$ cat config.mk
export PLATFORM = sky130hd
export DESIGN_NAME = instr_fetch
export DESIGN_NICKNAME = d
export VERILOG_FILES = /design/src/rtl/cpu_pkg.sv /design/src/rtl/fetch_fifo.sv /design/src/rtl/instr_fetch.sv
export SDC_FILE = /design/constraint.sdc
export NUM_CORES = 1
export LEC_CHECK = 0
export BUFFER_PORTS_ARGS = -buffer_cell sky130_fd_sc_hd__buf_2
export CAP_MARGIN = 10
export CORE_MARGIN = 8
export CORE_UTILIZATION = 55
export CTS_CLUSTER_SIZE = 12
export DETAILED_ROUTE_END_ITERATION = 12
export GPL_TIMING_DRIVEN = 0
export PLACE_DENSITY = 0.9
export SLEW_MARGIN = 20
export SYNTH_ARGS = -nofsm -noshare
export SYNTH_HDL_FRONTEND = slang
export SYNTH_SLANG_ARGS = --single-unit
export TNS_END_PERCENT = 50
$ cat constraint.sdc
create_clock -name clk -period 2.28 [get_ports clk]
set_input_delay 0 -clock clk [delete_from_list [all_inputs] [get_ports clk]]
set_output_delay 0 -clock clk [all_outputs]
set_load 0.02 [all_outputs]
$ cat src/rtl/cpu_pkg.sv
// Shared CPU front-end definitions: default datapath widths and the fetch FSM states.
package cpu_pkg;

  localparam int unsigned INST_W_DEF = 18;
  localparam int unsigned PC_W_DEF   = 12;

  typedef enum logic {
    FETCH = 1'b0,
    DRAIN = 1'b1
  } fetch_state_e;

endpackage

$ cat src/rtl/fetch_fifo.sv
// Two-entry registered FIFO holding fetched {pc, instruction} pairs.
// Flush empties it; a push on a full FIFO is accepted when a pop happens in the same cycle.
module fetch_fifo #(
  parameter int unsigned WIDTH = 30
) (
  input  logic             clk,
  input  logic             rst,
  input  logic             flush_i,
  input  logic             push_i,
  input  logic [WIDTH-1:0] data_i,
  input  logic             pop_i,
  output logic [WIDTH-1:0] data_o,
  output logic             full_o,
  output logic             empty_o
);

  logic [WIDTH-1:0] mem_q [2];
  logic             wr_ptr_q;
  logic             rd_ptr_q;
  logic [1:0]       cnt_q;
  logic             do_push;
  logic             do_pop;

  assign full_o  = (cnt_q == 2'd2);
  assign empty_o = (cnt_q == 2'd0);
  assign do_pop  = pop_i && !empty_o;
  assign do_push = push_i && (!full_o || do_pop);
  assign data_o  = mem_q[rd_ptr_q];

  always_ff @(posedge clk) begin
    if (rst) begin
      wr_ptr_q <= 1'b0;
      rd_ptr_q <= 1'b0;
      cnt_q    <= '0;
      for (int unsigned i = 0; i < 2; i++) begin
        mem_q[i] <= '0;
      end
    end else if (flush_i) begin
      wr_ptr_q <= 1'b0;
      rd_ptr_q <= 1'b0;
      cnt_q    <= '0;
    end else begin
      if (do_push) begin
        mem_q[wr_ptr_q] <= data_i;
        wr_ptr_q        <= ~wr_ptr_q;
      end
      if (do_pop) begin
        rd_ptr_q <= ~rd_ptr_q;
      end
      cnt_q <= cnt_q + 2'(do_push) - 2'(do_pop);
    end
  end

endmodule

$ cat src/rtl/instr_fetch.sv
// Instruction fetch unit: single-outstanding memory requests feeding a 2-entry FIFO,
// with redirect/drain handling. Define FETCH_PERF_CNT_EN to add the fetch/stall counters.
module instr_fetch
  import cpu_pkg::*;
#(
  parameter int unsigned            INST_W   = INST_W_DEF,
  parameter int unsigned            PC_W     = PC_W_DEF,
  parameter logic [PC_W-1:0]        RESET_PC = '0
) (
  input  logic              clk,
  input  logic              rst,
  output logic              mem_req_o,
  output logic [PC_W-1:0]   mem_addr_o,
  input  logic              mem_ack_i,
  input  logic [INST_W-1:0] mem_data_i,
  input  logic              stall_i,
  input  logic              redirect_i,
  input  logic [PC_W-1:0]   redirect_addr_i,
  output logic              ack_o,
  output logic [INST_W-1:0] inst_o,
  output logic [PC_W-1:0]   pc_o
`ifdef FETCH_PERF_CNT_EN
  ,
  output logic [31:0]       fetch_cnt_o,
  output logic [31:0]       stall_cnt_o
`endif
);

  localparam int unsigned ENT_W = PC_W + INST_W;

  fetch_state_e     state_q, state_d;
  logic [PC_W-1:0]  pc_q, pc_d;
  logic [ENT_W-1:0] head;
  logic             fifo_full;
  logic             fifo_empty;
  logic             req;
  logic             push;
  logic             flush;
  logic             pop;

  // A request stays up until acked: occupancy cannot grow without an ack, so !full holds.
  always_comb begin
    state_d = state_q;
    pc_d    = pc_q;
    req     = 1'b0;
    push    = 1'b0;
    flush   = 1'b0;
    unique case (state_q)
      FETCH: begin
        req = !fifo_full;
        if (redirect_i) begin
          flush = 1'b1;
          pc_d  = redirect_addr_i;
          if (req && !mem_ack_i) begin
            state_d = DRAIN;
          end
        end else if (req && mem_ack_i) begin
          push = 1'b1;
          pc_d = pc_q + PC_W'(1);
        end
      end
      DRAIN: begin
        if (redirect_i) begin
          pc_d = redirect_addr_i;
        end
        if (mem_ack_i) begin
          state_d = FETCH;
        end
      end
      default: state_d = FETCH;
    endcase
  end

  always_ff @(posedge clk) begin
    if (rst) begin
      state_q <= FETCH;
      pc_q    <= RESET_PC;
    end else begin
      state_q <= state_d;
      pc_q    <= pc_d;
    end
  end

  fetch_fifo #(
    .WIDTH(ENT_W)
  ) u_fifo (
    .clk    (clk),
    .rst    (rst),
    .flush_i(flush),
    .push_i (push),
    .data_i ({pc_q, mem_data_i}),
    .pop_i  (pop),
    .data_o (head),
    .full_o (fifo_full),
    .empty_o(fifo_empty)
  );

  assign ack_o      = !rst && !fifo_empty && !stall_i && !redirect_i;
  assign pop        = ack_o;
  assign mem_req_o  = req && !rst;
  assign mem_addr_o = pc_q;
  assign inst_o     = rst ? '0 : head[INST_W-1:0];
  assign pc_o       = rst ? '0 : head[ENT_W-1:INST_W];

`ifdef FETCH_PERF_CNT_EN
  logic [31:0] fetch_cnt_q;
  logic [31:0] stall_cnt_q;

  always_ff @(posedge clk) begin
    if (rst) begin
      fetch_cnt_q <= '0;
      stall_cnt_q <= '0;
    end else begin
      if (ack_o) begin
        fetch_cnt_q <= fetch_cnt_q + 32'd1;
      end
      if (!fifo_empty && stall_i) begin
        stall_cnt_q <= stall_cnt_q + 32'd1;
      end
    end
  end

  assign fetch_cnt_o = fetch_cnt_q;
  assign stall_cnt_o = stall_cnt_q;
`endif

endmodule

After elaboration in Yosys (flattened, before gate mapping)
Memories as Yosys holds them, arrays and structs flattened. A register that Yosys moved wholly into a read port is not among the register bits.
Index checks and enable logic that the tools add are counted.
{"block": "op_classes", "order_cmp": 0, "div_mod_pow": 0, "shifts": 0, "reduce_logical": 19, "bitwise_logic": 3, "eq_ne": 3, "mux": 27, "mul": 0, "n_addsub": 3}
{"op": "2-to-1 mux 12 bit", "n": 4}
{"op": "2-to-1 mux 30 bit", "n": 1}
{"op": "OR reduction 30 bit", "n": 1}
{"op": "one-hot mux 12 bit (2 select lines)", "n": 1}
{"op": "2-to-1 mux 1 bit", "n": 19}
{"op": "2-to-1 mux 18 bit", "n": 1}
{"op": "adder 12 x 1 -> 12 bit (second input constant)", "n": 1}
{"op": "logical AND 1 bit", "n": 8}
{"op": "logical NOT 1 bit", "n": 6}
{"op": "!= test 3 bit (second input constant)", "n": 1}
{"op": "inverter 1 bit", "n": 3}
{"op": "adder 2 x 1 -> 2 bit", "n": 1}
{"op": "== test 2 bit (second input constant)", "n": 1}
{"op": "logical NOT 2 bit", "n": 1}
{"op": "!= test 2 bit (second input constant)", "n": 1}
{"op": "one-hot mux 1 bit (2 select lines)", "n": 1}
{"op": "AND reduction 2 bit", "n": 1}
{"op": "OR reduction 2 bit", "n": 1}
{"op": "subtractor 2 x 1 -> 2 bit", "n": 1}
{"op": "logical OR 1 bit", "n": 1}
{"block": "totals", "wordCells": 61, "ff_bits": 17, "inputBits": 35, "latch_bits": 0, "romBits": 0, "output_inout_bits": 44, "mem_count": 1, "mem_bits_rw": 60}
{"memory": "u_fifo.mem_q", "depth": 2, "word_bits": 30, "read_ports": 1, "rd_clocked_by_memory_dff": 1, "write_ports": 2, "line": "fetch_fifo.sv:17", "text": "logic [WIDTH-1:0] mem_q [2];"}

Depth between registers and ports, before layout
{"block": "logic_depth", "word_depth": 14, "mapped_depth": 9, "depth_no_buf": 8}

By module
A second synthesis with hierarchy kept.
{"block": "hier_totals", "hier_cells": 330, "hier_area_um2": 3928.8}
{"mod": "fetch_fifo", "area_per_inst_um2": 2869.0, "cells_per_inst": 188, "seq_area_each_um2": 1901.8, "n_inst": 1}
{"mod": "instr_fetch", "area_per_inst_um2": 1059.8, "cells_per_inst": 142, "seq_area_each_um2": 260.2, "n_inst": 1}

Worst setup path after synthesis
No wires, ideal clock.
{"block": "synth_path", "kind": "flip-flop to flip-flop", "startpoint": "register state_q", "endpoint": "memory u_fifo.mem_q[0][0] (enable)", "path_stages_with_launch": 5, "t_arrival_ps": 1466, "path_slack_ps": 441, "setup_time_ps": 373, "path_cell_list": "dfxtp_1 and2b_2 nand2_2 nor4_1 or2_2"}
{"element": "from (decl)", "line": "instr_fetch.sv:31", "text": "fetch_state_e state_q, state_d;"}
{"element": "from (signal assigned)", "line": "instr_fetch.sv:79", "text": "state_q <= state_d;"}
{"element": "to (decl)", "line": "fetch_fifo.sv:17"}

==> flow_summary.json <==
{
  "drt-initial-drc-count": 153,
  "rows": 30,
  "drc": 0,
  "skew_ps": 10.5,
  "synthFlopType": "edfxtp_1",
  "die-area_mm2": 0.00976,
  "rsz0062_at_grt": "no",
  "die_w_um": 98.8,
  "setup.worst_path.start": "state_q",
  "p_leak_nw": 1.90,
  "htree_levels": 3,
  "final_max_slew_viol_count": 0,
  "grt_util_met2_pct": 32.4,
  "antenna_cells": 0,
  "portBuffers": 78,
  "p_per_area_mw_per_mm2": 664,
  "ios": 79,
  "min_period_over_period_pct": 93.9,
  "vias": 2938,
  "max_slew_margin_pct": 47.2,
  "finish.utilization_pct": 70.1,
  "syn_area_mm2": 0.00377,
  "holdCritStartpoint": "redirect_addr_i[6]",
  "grt-busiest-layer": "met2",
  "synth_seq_cells": 78,
  "final_nets": 483,
  "worstSkewPairLatency_ps": 350,
  "grt_pass1_wl_mm": 14.6,
  "hold_viol": 0,
  "layout-drive-gt1-share_pct": 24.7,
  "cts.clk_slew.worst_paths_ps": 90,
  "cts_setup_buffers": 0,
  "grt-ovfl-total": 0,
  "grt_use_met3_pct": 4.72,
  "die_y_um": 98.8,
  "via_per_inst": 5.54,
  "synth_fp_nets": 370,
  "fmax_mhz": 467,
  "irDropWorstVdd_mv": 0.422,
  "numCtsBuffers": 9,
  "cts_tree": "yes",
  "first_global_vias": 3009,
  "path_max_fanout": 30,
  "async_flop_share_pct": 0,
  "synth-edff-count": 60,
  "setup_viol": 0,
  "clockBufferDepth": 2,
  "yosysWarnings": 0,
  "cap_violations": 0,
  "drt_wl_total_mm": 9.00,
  "rr_startpoint": "state_q",
  "antenna_found_initial": 0,
  "cts_root_buffer": "clkbuf_8",
  "power_mw": 3.13,
  "area_growth_pct": 24.9,
  "start_kind": "register",
  "hpwlAfterDp_mm": 6.06,
  "synth_area_leader_cell": "edfxtp_1",
  "grt_usage_pct": 18.9,
  "postRouteAntennaNets": 0,
  "outcome": "completed",
  "crit_required_ps": 2280,
  "use_met1_pct": 21.6,
  "end_kind": "register",
  "grt_max_degree": 31,
  "clock_sinks": 78,
  "worst_slew_pin_slew_ps": 792,
  "synth_top_cell_area_share_pct": 47.8,
  "critPathArrivalTime_ps": 2140,
  "avgRoutedWirePerCell_um": 17.0,
  "start_util_pct": 56.1,
  "synthTopCellsByArea": "edfxtp_1, and2_1, dfxtp_1",
  "nFillCells": 474,
  "core_area_mm2": 0.00672,
  "synth.distinct_cells": 49,
  "routabilityCongestion": 0.904,
  "syn_avg_cell_area_um2": 11.4,
  "criticalPathCategory": "register to register",
  "min_path_type": "input pin to register",
  "synth_cells": 332,
  "finalWorstPathRequiredPeriod_ps": 2140,
  "whs_ps": 28.3,
  "ys_seq_area_share_pct": 57.3,
  "drtPass1Iterations": 5
}
## placed cells by master, fill, tap and decap left out, types with 4 or more instances in the layout
cell	count
nor2_1	40
o21ai_0	7
clkbuf_1	15
inv_1	6
dlygate4sd3_1	24
nand3_1	4
mux2i_1	30
dfxtp_1	18
clkbuf_8	10
a21oi_1	14
and2_1	62
edfxtp_1	60
nor3_1	8
buf_2	78
nand2_1	10
## per-stage QoR
| step | TNS, ps | cell area (um^2) | instances | worst slack [ps] |
|---|---|---|---|---|
| floorplan | 0 | 3770 | 332 | 441 |
| global placement | -1600 | 4260 | 490 | -54.1 |
| detailed placement | -313 | 4260 | 490 | -11.4 |
| CTS | 0 | 4710 | 530 | 155 |
| global route | 0 | 4710 | 530 | 18.2 |
| finish | 0 | 4710 | 530 | 140 |
## state kept, by name (all words and copies together) (netlist names), named ones only
register and flops:
u_fifo.wr_ptr_q 1, u_fifo.mem_q 60, u_fifo.rd_ptr_q 1, mem_addr_o 12
u_fifo.cnt_q 2, state_q 1
## layer usage
layer	up-vias	share of wire [%]
li1	1412	-
met1	1375	41
met2	131	50
met3	20	6.4
met4	0	2.4
met5	-	0
## cells in the mapped netlist (2+ instances only)
| master | count |
|---|---|
| nand4_1 | 2 |
| or2_2 | 2 |
| xnor2_1 | 2 |
| o31a_1 | 3 |
| buf_6 | 2 |
| clkbuf_1 | 15 |
| o21ai_0 | 7 |
| ha_1 | 3 |
| nand3_1 | 4 |
| nor2_1 | 40 |
| and2_2 | 2 |
| dfxtp_1 | 18 |
| o32ai_1 | 3 |
| or4_1 | 2 |
| a21oi_1 | 14 |
| nand2b_1 | 3 |
| edfxtp_1 | 60 |
| o31ai_1 | 3 |
| nand2_1 | 10 |
| and2_1 | 62 |
| a311oi_1 | 3 |
| buf_1 | 2 |
| nor3_1 | 8 |
| nor4_1 | 2 |
| o21bai_1 | 2 |
| mux2i_1 | 30 |
| inv_1 | 6 |
## kinds of logic after synthesis
| group | share of synthesized area, % |
|---|---|
| AO/OA/AOI/OAI | 7.73 |
| multiplexers | 7.96 |
| buffers and inverters | 3.25 |
| AND/OR/NAND/NOR | 22.0 |
| XOR/XNOR | 0.697 |
| adder cells (fa/ha/maj) | 0.995 |
| flip-flops | 57.3 |
## worst paths after layout
kind | end | cells after the start | slack, ps
setup / recovery | u_fifo.mem_q[0][7] | 4 | 140
hold / removal | mem_addr_o[6] | 4 | 30
setup reg to reg | u_fifo.mem_q[0][7] | 4 | 140
hold reg to reg | u_fifo.rd_ptr_q | 2 | 540
## critical path, stage by stage (launching register included)
cell     delay [ps]
dfxtp_1         330
and2b_2         230
nand2_2         130
nor4_1          560
or2_4           540
## final cells by class
cell class / instances / area [um^2] / share of cell area [%]
clock inverter: 7 / 80.1 / 1.70
clock buffer: 9 / 124 / 2.63
inverter: 6 / 22.5 / 0.478
buffer: 20 / 100 / 2.13
sequential: 78 / 2160 / 45.9
multi-input combinational: 228 / 1490 / 31.6
timing repair buffer: 102 / 631 / 13.4
tap: 80 / 100 / 2.13
## power by group
part / switching (mW) / total, mW / internal (mW)
Sequential: 0.0531 / 1.66 / 1.61
Clock: 0.557 / 1.08 / 0.523
Combinational: 0.229 / 0.386 / 0.157
## what timing repair did
action                     4_1_cts  5_1_grt
gates resized for setup          1        0
setup endpoints to repair       30        0
hold buffers                    24        0
hold endpoints to repair        42        0
No activity file was read; power rests on OpenSTA's default activity.
